$ cat src/rtl/alu_exec_unit.sv
// alu_exec_unit: handshaked ALU execution stage (add/sub/and/or/slt).
// Define ALU_MUL_EN to add an iterative shift-add multiply on code 100.
module alu_exec_unit #(
  parameter int WIDTH = 32
) (
  input  logic             clk,
  input  logic             rst,
  input  logic             in_valid,
  output logic             in_ready,
  input  logic [2:0]       alu_operation,
  input  logic [WIDTH-1:0] a,
  input  logic [WIDTH-1:0] b,
  output logic             out_valid,
  input  logic             out_ready,
  output logic [WIDTH-1:0] result,
  output logic             zero,
  output logic             illegal
);

`ifdef ALU_MUL_EN
  localparam int CW = $clog2(WIDTH + 1);
  typedef enum logic [1:0] {
    IDLE = 2'd0,
    BUSY = 2'd1,
    HOLD = 2'd2
  } state_t;
`else
  typedef enum logic [1:0] {
    IDLE = 2'd0,
    HOLD = 2'd2
  } state_t;
`endif

  state_t state, nxt;

  logic             accept;
  logic             slt;
  logic [WIDTH-1:0] op_res;
  logic             op_ill;

  assign in_ready  = (state == IDLE);
  assign out_valid = (state == HOLD);
  assign accept    = in_valid && in_ready;
  assign slt       = $signed(a) < $signed(b);

`ifdef ALU_MUL_EN
  logic             is_mul;
  logic             last;
  logic [WIDTH-1:0] mcand;
  logic [WIDTH-1:0] mplier;
  logic [WIDTH-1:0] acc;
  logic [WIDTH-1:0] acc_nxt;
  logic [CW-1:0]    cnt;

  assign is_mul  = (alu_operation == 3'b100);
  assign last    = (cnt == CW'(1));
  assign acc_nxt = acc + (mplier[0] ? mcand : '0);
`endif

  // single-cycle operation decode; unsupported codes read as illegal
  always_comb begin
    op_res = '0;
    op_ill = 1'b0;
    case (alu_operation)
      3'b000:  op_res = a + b;
      3'b001:  op_res = a - b;
      3'b010:  op_res = a & b;
      3'b011:  op_res = a | b;
      3'b111:  op_res = {{(WIDTH-1){1'b0}}, slt};
      default: op_ill = 1'b1;
    endcase
  end

  // state register
  always_ff @(posedge clk or posedge rst) begin
    if (rst) state <= IDLE;
    else     state <= nxt;
  end

  // next-state logic
  always_comb begin
    nxt = state;
    unique case (state)
      IDLE: begin
        if (accept) begin
`ifdef ALU_MUL_EN
          nxt = is_mul ? BUSY : HOLD;
`else
          nxt = HOLD;
`endif
        end
      end
`ifdef ALU_MUL_EN
      BUSY: if (last) nxt = HOLD;
`endif
      HOLD: if (out_ready) nxt = IDLE;
      default: nxt = IDLE;
    endcase
  end

  // result registers and multiply datapath
  always_ff @(posedge clk or posedge rst) begin
    if (rst) begin
      result  <= '0;
      zero    <= 1'b0;
      illegal <= 1'b0;
`ifdef ALU_MUL_EN
      mcand   <= '0;
      mplier  <= '0;
      acc     <= '0;
      cnt     <= '0;
`endif
    end else begin
`ifdef ALU_MUL_EN
      if (accept && is_mul) begin
        mcand  <= a;
        mplier <= b;
        acc    <= '0;
        cnt    <= CW'(WIDTH);
      end else if (accept) begin
        result  <= op_res;
        zero    <= (op_res == '0);
        illegal <= op_ill;
      end else if (state == BUSY) begin
        acc    <= acc_nxt;
        mcand  <= mcand << 1;
        mplier <= mplier >> 1;
        cnt    <= cnt - CW'(1);
        if (last) begin
          result  <= acc_nxt;
          zero    <= (acc_nxt == '0);
          illegal <= 1'b0;
        end
      end
`else
      if (accept) begin
        result  <= op_res;
        zero    <= (op_res == '0);
        illegal <= op_ill;
      end
`endif
    end
  end

endmodule

$ cat config.mk
export PLATFORM = sky130hd
export DESIGN_NAME = alu_exec_unit
export DESIGN_NICKNAME = d
export VERILOG_FILES = /design/src/rtl/alu_exec_unit.sv
export SDC_FILE = /design/constraint.sdc
export NUM_CORES = 1
export LEC_CHECK = 0
export CAP_MARGIN = 0
export CORE_ASPECT_RATIO = 0.6
export CORE_MARGIN = 5
export CORE_UTILIZATION = 50
export CTS_CLUSTER_DIAMETER = 120
export CTS_CLUSTER_SIZE = 12
export DETAILED_ROUTE_END_ITERATION = 8
export HOLD_SLACK_MARGIN = 0.02
export PLACE_DENSITY = 0.76
export SYNTH_ARGS = -nofsm -noshare
export SYNTH_HDL_FRONTEND = slang
export SYNTH_SLANG_ARGS = --single-unit
$ cat constraint.sdc
create_clock -name clk -period 2.5 [get_ports clk]
set_input_delay 0.5 -clock clk [delete_from_list [all_inputs] [get_ports clk]]
set_output_delay 0.5 -clock clk [all_outputs]
set_load 0.01 [all_outputs]
==> results.md, run 1 <==
- Status: did not finish
- Last stage: clock tree synthesis (4_1_cts)
- Tool error: [ERROR DPL-0033] detailed placement checks failed during check placement.
- Share of flip-flops with an asynchronous set or reset: 100.0%
- Cts bufs inserted: 5
- Cells after Synth: 894
- DP Worst Slack: -1.882 ns
- Boundary pin count: 107
- Yosys reg bits: 35
- Die Y: 98.58 um
- Avg Cell Area, Syn: 7.314 um2
- Post-CTS setup repair buffer count: 85
- Sink Count: 35
- Primary FF master, synth: dfrtp_1
- Yosys warnings: 0
- Port bufs: 106
- DP HPWL: 27,970 um
- H-Tree Level Count: 2
- Mapped Area: 6539 um2
- Post-synthesis sequential area ratio: 13.39%
- Post-Place Cell Area: 10,810 um2
- Clock tree buffer depth: 2
- Post-cts sizing count: 419
- RePlAce Congestion: 1.118
- Die width: 157.6 um
- Number of synthesized flops with an enable pin: 0
- Initial Util: 51.04%
- Post-synthesis cell type count: 82
- Placed cell count: 1,502
- Row Count: 32
- Clk root buf: clkbuf_16
- Syn Nets: 1,076
- Hold buffers post-CTS: 0
metrics by stage:
step,setup TNS (ns),hold slack [ns],util [%]
after detailed placement,-36.62,0.4911,84.39
after global placement,-33.77,0.4593,84.39
after floorplan,-3.982,0.5140,-
logic make-up after synthesis:
kind of cell	Yosys count	share of synthesized area (%)
xor+xnor	20	2.679
fa+ha+maj	111	21.47
mux	11	1.818
compound gates	298	32.24
buf+inv	143	8.534
simple gates	276	19.86
flops	35	13.39
synthesized netlist by cell type (8+ instances only):
master,count,area (um2)
a21o_1,8,60.06
xnor2_1,18,157.7
a21oi_1,74,370.4
nor2b_1,11,68.82
inv_1,92,345.3
o31ai_1,16,120.1
o21ai_1,10,50.05
a221oi_1,12,105.1
dfrtp_1,35,875.8
buf_2,11,55.05
nor3_1,24,120.1
o211ai_1,16,120.1
nand2b_1,9,56.30
nor2_1,75,281.5
o221ai_1,10,87.58
a31oi_1,17,106.4
clkbuf_1,31,116.4
o21ai_0,51,255.2
o21bai_1,10,75.07
nand3_1,14,70.07
nand2_1,90,337.8
nor4_1,10,62.56
ha_1,109,1364
a211oi_1,10,75.07
nand4_1,12,75.07
==> inputs of run 2 (changes only) <==
==> config.mk (replaced) <==
export PLATFORM = sky130hd
export DESIGN_NAME = alu_exec_unit
export DESIGN_NICKNAME = d
export VERILOG_FILES = /design/src/rtl/alu_exec_unit.sv
export SDC_FILE = /design/constraint.sdc
export NUM_CORES = 1
export LEC_CHECK = 0
export CAP_MARGIN = 0
export CORE_MARGIN = 5
export CORE_UTILIZATION = 35
export DETAILED_ROUTE_END_ITERATION = 8
export PLACE_DENSITY_LB_ADDON = 0.15
export SYNTH_ARGS = -nofsm -noshare
export SYNTH_HDL_FRONTEND = slang
export SYNTH_SLANG_ARGS = --single-unit
==> run 2 against run 1 <==
  * The flow now finishes, with violations (setup timing)
  * Synthesized cell count unchanged
  * Area after synthesis unchanged
==> results.md, run 2 <==
- Status: complete, but fails checks
- Failing checks: setup timing
- Sequential Area: 875.8 um2
- Yosys top cell area share: 20.86% (unchanged)
- First-pass GRT wire length: 48,180 um
- Vias in the first global route: 9,063
- Routed vias/inst: 5.466
- Count leader, synth: ha_1
- Synthesis-to-finish area growth: 103.2%
- Fmax achieved: 0.2906 GHz
- Row Count: 50 (+56%)
- Core ar.: 18,580 um2
- Antenna cells: 0
- Post-synthesis sequential area ratio: 13.39% (unchanged)
- Commonest cells after routing, fill and taps aside: 367 x buf_4, 77 x nand2_1, 68 x buf_6, 62 x nor2_1, 62 x ha_1
- Layout cell share with drive strength beyond 1: 56.27%
- Tcrit/Tclk final: 137.6%
- Nets: 1,570
- Worst hold-check path type: register to register
- RePlAce Congestion: 1.001 (-11%)
- Final WS setup: -0.9411 ns
- Worst EP arrival: 3.61 ns
- Pin count of the biggest net entering global routing: 46
- Port bufs: 106 (unchanged)
- Worst-Margin Slew: 0.5200 ns
- WL met3: 1685 um
- Max reg flops: 32
- Critical path's slowest cell: fa_2
- CP cell instances: buf_12, inv_12, ha_4, inv_2, fa_2, nor2b_4, o311ai_4, a211oi_4, buf_4, a21o_1, o21ai_2, xor2_1, a221oi_2, nand2_1, nor4b_2, a41oi_1, o41ai_2
- Share of flip-flops with an asynchronous set or reset: 100.0% (unchanged)
- R2R cell count: 11
- H-Tree Level Count: 2 (unchanged)
- DP HPWL: 23,890 um (-15%)
- Total number of vias: 8,866
- Slew HR: 65.33%
- Layout fillers: 1,460
- Primary FF master, synth: dfrtp_1
- Crit Path Class: input port to register
- DP Worst Slack: -1.892 ns (-0.01063 ns)
- Max incr delay on CP: 0.34 ns
- Crit path depth: 17
- Clock tree buffer depth: 2 (unchanged)
- Cells after Synth: 894 (unchanged)
- DRC violation count after routing: 0
- Boundary pin count: 107 (unchanged)
- Peak VDD IR: 0.0002748 V
- Avg Cell Area, Syn: 7.314 um2 (unchanged)
- Hold buffers post-CTS: 0 (unchanged)
- DRT met1 WL: 13,110 um
- CTS tree: built
- Fin. Hold Viols: 0
- Commonest non-fill, non-tap cell in the layout: buf_4
- Die Y: 146.7 um (+49%)
- Post-synthesis cell type count: 82 (unchanged)
- Fin crit period: 3.441 ns
- GRT Total Usage: 27.40%
- Leakage power: 5.993 nW
- Placed cell count: 1,540 (+2.5%)
- Critical path peak fanout: 3
- Highest routing layer actually used: met4
- Post-Place Cell Area: 10,670 um2 (-1.3%)
- DRT Pass-1 Iters: 5
- Top reg by flops: result
- Die width: 146.7 um (-6.9%)
- Largest delay share family, worst path: compound AO/OA/AOI/OAI gates
- Pwr Density: 354.2 nW/um2
- Worst Path Required: 2.67 ns
- Sink Count: 35 (unchanged)
- Setup crit start kind: input port
- RSZ-0062 raised after global routing: yes
- Largest area contributor in the netlist: ha_1
- Final setup viols: 24
- Initial Util: 35.19% (-16 points)
- Final instance area: 13,290 um2
- Final Max Tran Viols: 0
- Initial antenna violation count: 0
- Largest cells by area after synthesis: ha_1 21%, dfrtp_1 13%, a21oi_1 5.7%, inv_1 5.3%, nand2_1 5.2%
- Die Footprint: 21,520 um2
- GRT overflow: 0
- Routed Antenna Nets: 0
- Number of max-cap violations: 0
- Min-Delay Path Depth: 2
- Drt total wl: 31,300 um
- Yosys warnings: 0 (unchanged)
- Syn Nets: 1,076 (unchanged)
- Mapped Area: 6539 um2 (unchanged)
- WL per Instance: 19.30 um
- Clock Latency Late Sink: 0.27 ns
- Clk root buf: clkbuf_16
- Worst Path Buf+Inv: 4
- Wire length on met2: 15,450 um
- Footprint of the multi-input gates: 6948 um2
- Number of DRC markers in iteration 0: 638
- Layout Cells excl Fill: 1,622
- Reg clk slew, reported paths: 0.05 ns
- Clk_skew: 0.002099 ns
- Yosys reg bits: 35 (unchanged)
- Number of synthesized flops with an enable pin: 0 (unchanged)
- Critical Path End Type: register
- Synth cell count leaders: 109 x ha_1, 92 x inv_1, 90 x nand2_1, 75 x nor2_1, 74 x a21oi_1
- Cts bufs inserted: 5 (unchanged)
run 2: final cells by class:
cell class | instances | share of cell area, %
multi-input combinational | 716 | 52.29
timing repair buffer | 533 | 34.49
sequential | 35 | 6.592
inverter | 97 | 3.343
tap | 234 | 2.204
clock buffer | 6 | 1.045
clock inverter | 1 | 0.03767
run 2: per-layer routing:
metal	GRT usage, %	up-vias
met4	8.420	0
met3	3.383	75
met1	34.99	4251
met5	0	-
met2	48.10	314
li1	-	4226
run 2: through the flow:
stage                     hold WS (ns)  TNS, ns  power (mW)  util, %
after detailed placement        0.4680   -35.53       3.310    57.44
after floorplan                 0.5140   -3.982       1.929        -
after global placement          0.4603   -33.67       3.298    57.44
after CTS                       0.4813   -8.933       4.433    67.36
final                           0.4789   -9.366       4.706    71.51
after global routing            0.4961   -11.49       4.955    71.51
run 2: path summary, 6_finish.rpt:
check | startpoint | slack [ns] | end
hold reg to reg | result[29] | 0.48 | result[29]
setup reg to reg | state[1] | -0.19 | zero
setup / recovery | a[0] | -0.94 | zero
max in group asynchronous | rst | 1.54 | result[21]
hold / removal | result[29] | 0.48 | result[29]
min in group asynchronous | rst | 0.64 | state[1]
run 2: tightest hold or removal path, delay by kind of cell (launching register included):
| kind | cells | cell delay [ns] |
|---|---|---|
| AOI/OAI and AO/OA | 1 | 0.05 |
| DFF | 1 | 0.34 |
| and+or+nand+nor | 1 | 0.06 |
run 2: kinds of logic (layout without fill, tap and decap cells):
kind of cell               count (synthesis)  count (layout)  synth area share [%]
AOI/OAI and AO/OA                        298             298                 32.24
xor gates and xnor gates                  20              20                 2.679
adders and majority gates                111             111                 21.47
buffers and inverters                    143             637                 8.534
DFF                                       35              35                 13.39
muxes                                     11              11                 1.818
and+or+nand+nor                          276             276                 19.86
run 2: where the power goes:
part / total (mW) / internal, mW / switching, mW
clock network: 0.599 / 0.388 / 0.211
logic: 3.34 / 1.74 / 1.60
registers: 0.767 / 0.687 / 0.0798
run 2: repair_timing:
action,4_1_cts,5_1_grt
setup endpoints to repair,31,28
pin swaps,116,91
setup buffers,66,32
resized for setup,441,171
(Power assumes the default switching activity.)
==> inputs of run 3 (changes only) <==
--- a/config.mk
+++ b/config.mk
@@ -10,6 +10,7 @@
 export CORE_UTILIZATION = 35
 export DETAILED_ROUTE_END_ITERATION = 8
 export PLACE_DENSITY_LB_ADDON = 0.15
+export SETUP_SLACK_MARGIN = 0.1
 export SYNTH_ARGS = -nofsm -noshare
 export SYNTH_HDL_FRONTEND = slang
 export SYNTH_SLANG_ARGS = --single-unit
==> run 3 against run 2 <==
  * The run still ends with setup timing left
  * Via count fell by 1.4%
  * Non-clock buffer count fell by 16
  * Cell count fell by 0.99%
  * Largest power group unchanged
  * Combinational power fell by 4%
  * First-iteration DRC count fell by 8.3%
  * Final area fell by 3.3%
  * Maximum frequency rose by 0.58%
  * Worst setup slack improved by 0.020 ns
  * Clock power rose by 0.8%
  * Sequential cell count did not move
==> results.md, run 3 (synthesis gave the netlist of run 2 again) <==
- Final WS setup: -0.9213 ns (+0.01977 ns)
- Die Footprint: 21,520 um2 (unchanged)
- Final Max Tran Viols: 0 (unchanged)
- Worst EP arrival: 3.60 ns (about the same)
- Top reg by flops: result
- First-pass GRT wire length: 46,710 um (-3.1%)
- Largest delay share family, worst path: compound AO/OA/AOI/OAI gates
- Antenna cells: 0 (unchanged)
- Hold buffers post-CTS: 0 (unchanged)
- Crit path depth: 18 (+1)
- Total number of vias: 8,741 (-1.4%)
- WL per Instance: 18.41 um (-4.6%)
- Clk_skew: 0.002356 ns (+0.0002563 ns)
- CP Launch Point: a[0]
- Cell Int Power: 2.743 mW (-2.4%)
- Vias in the first global route: 8,881 (-2.0%)
- Port bufs: 106 (unchanged)
- Max incr delay on CP: 0.41 ns (+0.07 ns)
- Setup crit start kind: input port
- Routed Antenna Nets: 0 (unchanged)
- H-Tree Level Count: 2 (unchanged)
- R2R cell count: 11 (unchanged)
- Peak VDD IR: 0.0002540 V (-7.6%)
- Reg clk slew, reported paths: 0.05 ns (about the same)
- Worst Path Buf+Inv: 5 (+1)
- Crit Path Class: input port to register
- Setup crit end: zero
- Design Power: 4.591 mW (-2.4%)
- Critical path's slowest cell: a2111oi_2
- Core ar.: 18,580 um2 (unchanged)
- Critical path peak fanout: 2 (-1)
- CTS tree: built
- Max reg flops: 32 (unchanged)
- Final core utilization: 69.16% (-2.3 points)
- Final instance area: 12,850 um2 (-3.3%)
- Worst reg2reg endpoint: zero
- Final setup viols: 27 (+13%)
- Clk root buf: clkbuf_16
- Logic pwr share: 70.2% (-0.8 points)
- GRT overflow: 0 (unchanged)
- Pwr Density: 357.2 nW/um2 (+0.86%)
- Die width: 146.7 um (unchanged)
- Failing checks: setup timing
- Status: complete, but fails checks
- Die Y: 146.7 um (unchanged)
- RePlAce Congestion: 0.9582 (-4.2%)
- Clock tree buffer depth: 2 (unchanged)
- Sequential share of power: 16.7% (+0.4 points)
- Layout cell share with drive strength beyond 1: 53.72% (-2.6 points)
- Initial Util: 35.19% (unchanged)
- GRT Total Usage: 26.22% (-1.2 points)
- Sink Count: 35 (unchanged)
- Routed vias/inst: 5.443 (-0.43%)
- Synthesis-to-finish area growth: 96.54%
- Placed cell count: 1,531 (-0.58%)
- R2R Setup Slk: -0.14 ns (+0.05 ns)
- Initial antenna violation count: 0 (unchanged)
- DRC violation count after routing: 0 (unchanged)
- DP HPWL: 22,900 um (-4.2%)
- Clock Latency Late Sink: 0.27 ns (about the same)
- Worst Path Required: 2.67 ns (about the same)
- Slew HR: 62.78% (-2.5 points)
- Fin. Hold Viols: 0 (unchanged)
- Pin count of the biggest net entering global routing: 46 (unchanged)
- RSZ-0062 raised after global routing: yes
- Hold_ws: 0.4779 ns (-0.001029 ns)
- Commonest cells after routing, fill and taps aside: 355 x buf_4, 76 x nand2_1, 67 x ha_1, 63 x clkdlybuf4s50_1, 62 x nor2_1
- Worst-Margin Slew: 0.5549 ns (+0.03487 ns)
- DP Worst Slack: -1.905 ns (-0.01318 ns)
- Clk pwr share: 13.1% (+0.4 points)
- CP cell instances: buf_12, inv_12, ha_4, inv_2, fa_2, nor2b_4, o311ai_4, buf_4, buf_6, nand3_2, nand3_2, xnor2_2, o221ai_2, a2111oi_2, nand4_1, nor4_2, nand4_1, o41ai_2
- Number of DRC markers in iteration 0: 585 (-8.3%)
- RR Startpoint: state[1]
- Layout Cells excl Fill: 1,606 (-0.99%)
- Psw: 1.847 mW (-2.5%)
- Fmax achieved: 0.2923 GHz (+0.58%)
- Tcrit/Tclk final: 136.9% (-0.79 points)
- Cts bufs inserted: 5 (unchanged)
- Commonest non-fill, non-tap cell in the layout: buf_4
- Boundary pin count: 107 (unchanged)
- Post-Place Cell Area: 10,670 um2 (unchanged)
- DRT Pass-1 Iters: 5 (unchanged)
- Fin crit period: 3.421 ns (-0.01977 ns)
- Leakage power: 5.829 nW (-2.7%)
- Worst hold-check path type: register to register
- Nets: 1,554 (-1.0%)
- Number of max-cap violations: 0 (unchanged)
- Critical Path End Type: register
- Sw frac: 40.24% (-0.041 points)
- Setup Total Neg Slack: -10.66 ns (-1.294 ns)
- Row Count: 50 (unchanged)
- Drt total wl: 29,570 um (-5.5%)
-- run 3: cell count changes in the layout (fill, tap and decap cells not counted), moves of 6 or more --
| cell | delta |
|---|---|
| buf_8 | -8 |
| inv_4 | -6 |
| clkdlybuf4s50_1 | +12 |
| dlygate4sd2_1 | -10 |
| inv_1 | +11 |
| buf_4 | -12 |
| buf_2 | +13 |
| buf_6 | -9 |
-- run 3: layout make-up --
| cell class | instances | area (um2) |
|---|---|---|
| multi-input combinational | 716 | 6783 |
| fill | 1503 | 5729 |
| timing repair buffer | 517 | 4330 |
| sequential | 35 | 875.8 |
| inverter | 97 | 425.4 |
| tap | 234 | 292.8 |
| clock buffer | 6 | 138.9 |
| clock inverter | 1 | 5.005 |
-- run 3: metal layers --
metal | GRT usage (%) | up-vias | wire length, um
met4 | 7.949 | 0 | 905
met1 | 34.10 | 4157 | 12770
met5 | 0 | - | 0
met3 | 3.259 | 63 | 1585
met2 | 45.29 | 328 | 14320
li1 | - | 4193 | -
-- run 3: how the worst min path moves through the flow --
stage	from	to	slack, ns	depth (start not counted)
after global routing	result[29]	result[29]	0.51	2
final	illegal	illegal	0.48	2
after floorplan	result[20]	result[20]	0.51	2
after CTS	illegal	illegal	0.48	2
after global placement	illegal	illegal	0.46	2
after detailed placement	illegal	illegal	0.46	2
-- run 3: timing repair --
item	in CTS	in global routing
setup buffers	71	20
resized for setup	425	90
setup endpoints to repair	31	31
endpoints found under the hold margin	0	0
pin swaps	111	53
gates cloned	0	0
-- run 3: tightest hold or removal path, cell delays in order, from the launching register on --
cell and delay [ns]:
dfrtp_1 0.34, nand2_1 0.05, nand2_1 0.05
-- run 3: power groups by stage --
stage | combinational, mW | clock (mW) | sequential [mW]
2_1_floorplan | 1.13 | 0 | 0.812
3_3_place_gp | 2.51 | 0 | 0.772
3_5_place_dp | 2.52 | 0 | 0.774
4_1_cts | 3.04 | 0.614 | 0.767
5_1_grt | 3.43 | 0.629 | 0.779
6_report | 3.22 | 0.604 | 0.766
==> inputs of run 4 (changes only) <==
--- a/config.mk
+++ b/config.mk
@@ -5,6 +5,7 @@
 export SDC_FILE = /design/constraint.sdc
 export NUM_CORES = 1
 export LEC_CHECK = 0
+export ABC_AREA = 1
 export CAP_MARGIN = 0
 export CORE_MARGIN = 5
 export CORE_UTILIZATION = 35
==> run 4 against run 3 <==
  * The run now ends clean
  * Global-route usage is 1.8 points lower
  * Cell count rose by 34%
  * Count of clock-buffer cells in the layout increased by 2
  * Clock power up 7.5%
  * Power rose by 0.20%
  * Largest power group unchanged
==> results.md, run 4 <==
- Status: complete, no violations
- Routed vias/inst: 4.794 (-12%)
- Avg Cell Area, Syn: 5.334 um2 (-27%)
- GRT Total Usage: 24.41% (-1.8 points)
- Pin count of the biggest net entering global routing: 45 (-2.2%)
- Reg clk slew, reported paths: 0.05 ns (about the same)
- Largest delay share family, worst path: simple AND/OR/NAND/NOR gates
- Clk root buf: clkbuf_16
- Initial antenna violation count: 0 (unchanged)
- Final setup viols: 0 (-100%)
- DRT Pass-1 Iters: 5 (unchanged)
- Count leader, synth: nand2_1
- Fmax achieved: 0.4173 GHz (+43%)
- RePlAce Congestion: 0.9681 (+1.0%)
- Crit Path Class: input port to register
- Drt total wl: 32,510 um (+9.9%)
- Die width: 159.2 um (+8.5%)
- Fin. Hold Viols: 0 (unchanged)
- Primary FF master, synth: dfrtp_1
- Compound-Gate Fraction of Synth Area: 8.879% (-23 points)
- DRC violation count after routing: 0 (unchanged)
- Share of flip-flops with an asynchronous set or reset: 100.0% (unchanged)
- Critical path peak fanout: 5 (+3)
- Hold EP: result[16]
- Min-Delay Path Depth: 2 (unchanged)
- Post-Synth XOR/XNOR Area: 0.1124% (-2.6 points)
- Worst reg2reg endpoint: result[2]
- RSZ-0062 raised after global routing: yes
- Tcrit/Tclk final: 95.86% (-41 points)
- Multiplexer area fraction after synthesis: 0% (-1.8 points)
- Clock Latency Late Sink: 0.28 ns (about the same)
- Leakage power: 7.471 nW (+28%)
- Nets: 2,060 (+33%)
- Pwr Density: 333.8 nW/um2 (-6.6%)
- Top reg by flops: result
- Number of DRC markers in iteration 0: 695 (+19%)
- RR Startpoint: state[1]
- Worst Path Required: 2.71 ns (+0.04 ns)
- Yosys reg bits: 35 (unchanged)
- Worst Path Buf+Inv: 7 (+2)
- Hold buffers post-CTS: 0 (unchanged)
- Number of max-cap violations: 0 (unchanged)
- Max reg flops: 32 (unchanged)
- Boundary pin count: 107 (unchanged)
- Routed Antenna Nets: 0 (unchanged)
- Total number of vias: 10,350 (+18%)
- Max incr delay on CP: 0.36 ns (-0.05 ns)
- First-pass GRT wire length: 51,560 um (+10%)
- Commonest non-fill, non-tap cell in the layout: nand2_1
- Layout cell share with drive strength beyond 1: 45.40% (-8.3 points)
- Critical path's slowest cell: fa_2
- Cells after Synth: 1,461 (+63%)
- Initial Util: 35.60% (+0.40 points)
- Cell mode on critical path: buf_4
- Post-synthesis sequential area ratio: 11.24% (-2.2 points)
- R2R cell count: 12 (+1)
- Yosys warnings: 0 (unchanged)
- Layout fillers: 2,128 (+42%)
- Post-synthesis cell type count: 38 (-54%)
- Synthesis-to-finish area growth: 76.85%
- Largest area contributor in the netlist: nand2_1
- Setup Total Neg Slack: 0 ns (+10.66 ns)
- Worst Hold Launch: result[16]
- DP HPWL: 26,380 um (+15%)
- Yosys top cell area share: 25.05% (+4.2 points)
- WL per Instance: 15.06 um (-18%)
- Clk_skew: 0.003878 ns (+0.001522 ns)
- CTS tree: built
- Design Power: 4.600 mW (+0.20%)
- Peak VDD IR: 0.0003331 V (+31%)
- Worst EP arrival: 2.60 ns (-1.00 ns)
- H-Tree Level Count: 2 (unchanged)
- Clock tree buffer depth: 2 (unchanged)
- R2R Setup Slk: 0.73 ns (+0.87 ns)
- Simple logic cell fraction of the synthesized area: 43.91% (+24 points)
- Largest family of logic cells by synthesized area: simple AND/OR/NAND/NOR gates
- Antenna cells: 0 (unchanged)
- Worst hold-check path type: register to register
- Commonest cells after routing, fill and taps aside: 386 x nand2_1, 304 x buf_4, 209 x inv_1, 102 x nand2_2, 99 x inv_2
- Worst-Margin Slew: 0.4505 ns (-0.1044 ns)
- Synth cell count leaders: 520 x nand2_1, 305 x inv_1, 140 x nor2_1, 121 x nand3_1, 109 x ha_1
- GRT overflow: 0 (unchanged)
- CP cell instances: buf_8, inv_6, ha_4, inv_4, fa_2, nand2_2, nand2_4, nand3_2, nand2_2, nand2_2, nand3_4, nand2_1, nand2_1, o21ai_1, nor2_1, buf_4, buf_4, buf_4, buf_4, o21ai_1
- Setup crit start kind: input port
- Synth Area in Adders: 18.02% (-3.5 points)
- Port bufs: 106 (unchanged)
- Final Max Tran Viols: 0 (unchanged)
- Die Footprint: 25,350 um2 (+18%)
- Critical Path End Type: register
- Number of synthesized flops with an enable pin: 0 (unchanged)
- Slew HR: 69.97% (+7.2 points)
- Sink Count: 35 (unchanged)
- Syn Nets: 1,643 (+53%)
- Fin crit period: 2.396 ns (-1.025 ns)
- Vias in the first global route: 10,250 (+15%)
- Largest cells by area after synthesis: nand2_1 25%, ha_1 18%, inv_1 15%, dfrtp_1 11%, nand3_1 7.8%
- Die Y: 159.2 um (+8.5%)
- Core ar.: 21,890 um2 (+18%)
- Cts bufs inserted: 5 (unchanged)
- Mapped Area: 7792 um2 (+19%)
- Row Count: 54 (+8.0%)
-- run 4: changes by cell type after synthesis, moves of 12 or more --
cell / change
o22ai_1: +26
o31ai_1: -16
a21oi_1: -23
xnor2_1: -18
clkbuf_1: -24
o21ai_0: -19
nand3_1: +107
nor2_1: +65
inv_1: +213
nand2_1: +430
buf_2: +12
a31oi_1: -16
o211ai_1: -16
-- run 4: cell type report --
type / instances / area, um2 / area share, %
flip-flops and latches: 35 / 875.8 / 6.356
inverters: 315 / 1211 / 8.789
well taps: 280 / 350.3 / 2.542
multi-input cells: 1070 / 7445 / 54.02
clock buffers: 8 / 156.4 / 1.135
repair buffers: 451 / 3742 / 27.16
-- run 4: metrics by stage --
| stage | instances | utilization [%] | hold WS (ns) | worst slack, ns | instance area [um2] |
|---|---|---|---|---|---|
| 4_1_cts | 2147 | 60.06 | 0.4804 | 0.08021 | 13150 |
| 3_3_place_gp | 2086 | 50.98 | 0.4626 | -0.7709 | 11160 |
| 6_report | 2159 | 62.95 | 0.4725 | 0.1035 | 13780 |
| 2_1_floorplan | 1461 | - | 0.5142 | 0.1818 | 7792 |
| 5_1_grt | 2159 | 62.95 | 0.5006 | -0.03734 | 13780 |
| 3_5_place_dp | 2086 | 50.98 | 0.4648 | -0.8252 | 11160 |
-- run 4: worst reg2reg max path, cell delays in order, from the launching register on --
cell and delay, ns:
dfrtp_1 0.37, inv_1 0.08, nand2_1 0.07, inv_1 0.09
nand3_1 0.11, buf_4 0.14, buf_4 0.12, buf_4 0.11
buf_4 0.12, buf_4 0.12, buf_4 0.12, buf_4 0.12
o21a_1 0.09
-- run 4: worst max-delay path by stage --
| stage | startpoint | to | cells past startpoint |
|---|---|---|---|
| detailed placement | a[5] | zero | 20 |
| CTS | b[0] | zero | 19 |
| global placement | a[5] | zero | 20 |
| finish | a[0] | result[14] | 20 |
| floorplan | a[0] | zero | 19 |
| global route | b[19] | zero | 18 |
-- run 4: cell families (layout without fill, tap and decap cells) --
family,Yosys count,in the layout
and+or+nand+nor,833,833
buffers and inverters,356,774
AOI/OAI and AO/OA,125,125
DFF,35,35
xor gates and xnor gates,1,1
adders and majority gates,111,111
-- run 4: where the power goes --
part | total, mW | switching (mW) | internal, mW | leakage [nW]
combinational | 3.21 | 1.70 | 1.50 | 6.94
sequential | 0.743 | 0.0664 | 0.677 | 0.455
clock | 0.649 | 0.225 | 0.424 | 0.0772
total | 4.60 | 1.99 | 2.61 | 7.47
-- run 4: repair_timing --
action | in CTS | in global routing
pin swaps | 171 | 139
setup endpoints to repair | 28 | 19
hold endpoints to repair | 0 | 0
gates cloned | 0 | 0
buffers inserted | 53 | 13
resized for setup | 569 | 203
-- run 4: per-layer routing --
layer	vias up	wire [um]	GRT usage [%]
met5	-	0	0
met1	4773	15260	34.74
met3	29	1800	1.864
met2	273	15040	41.06
li1	5275	-	-
met4	0	412	4.110
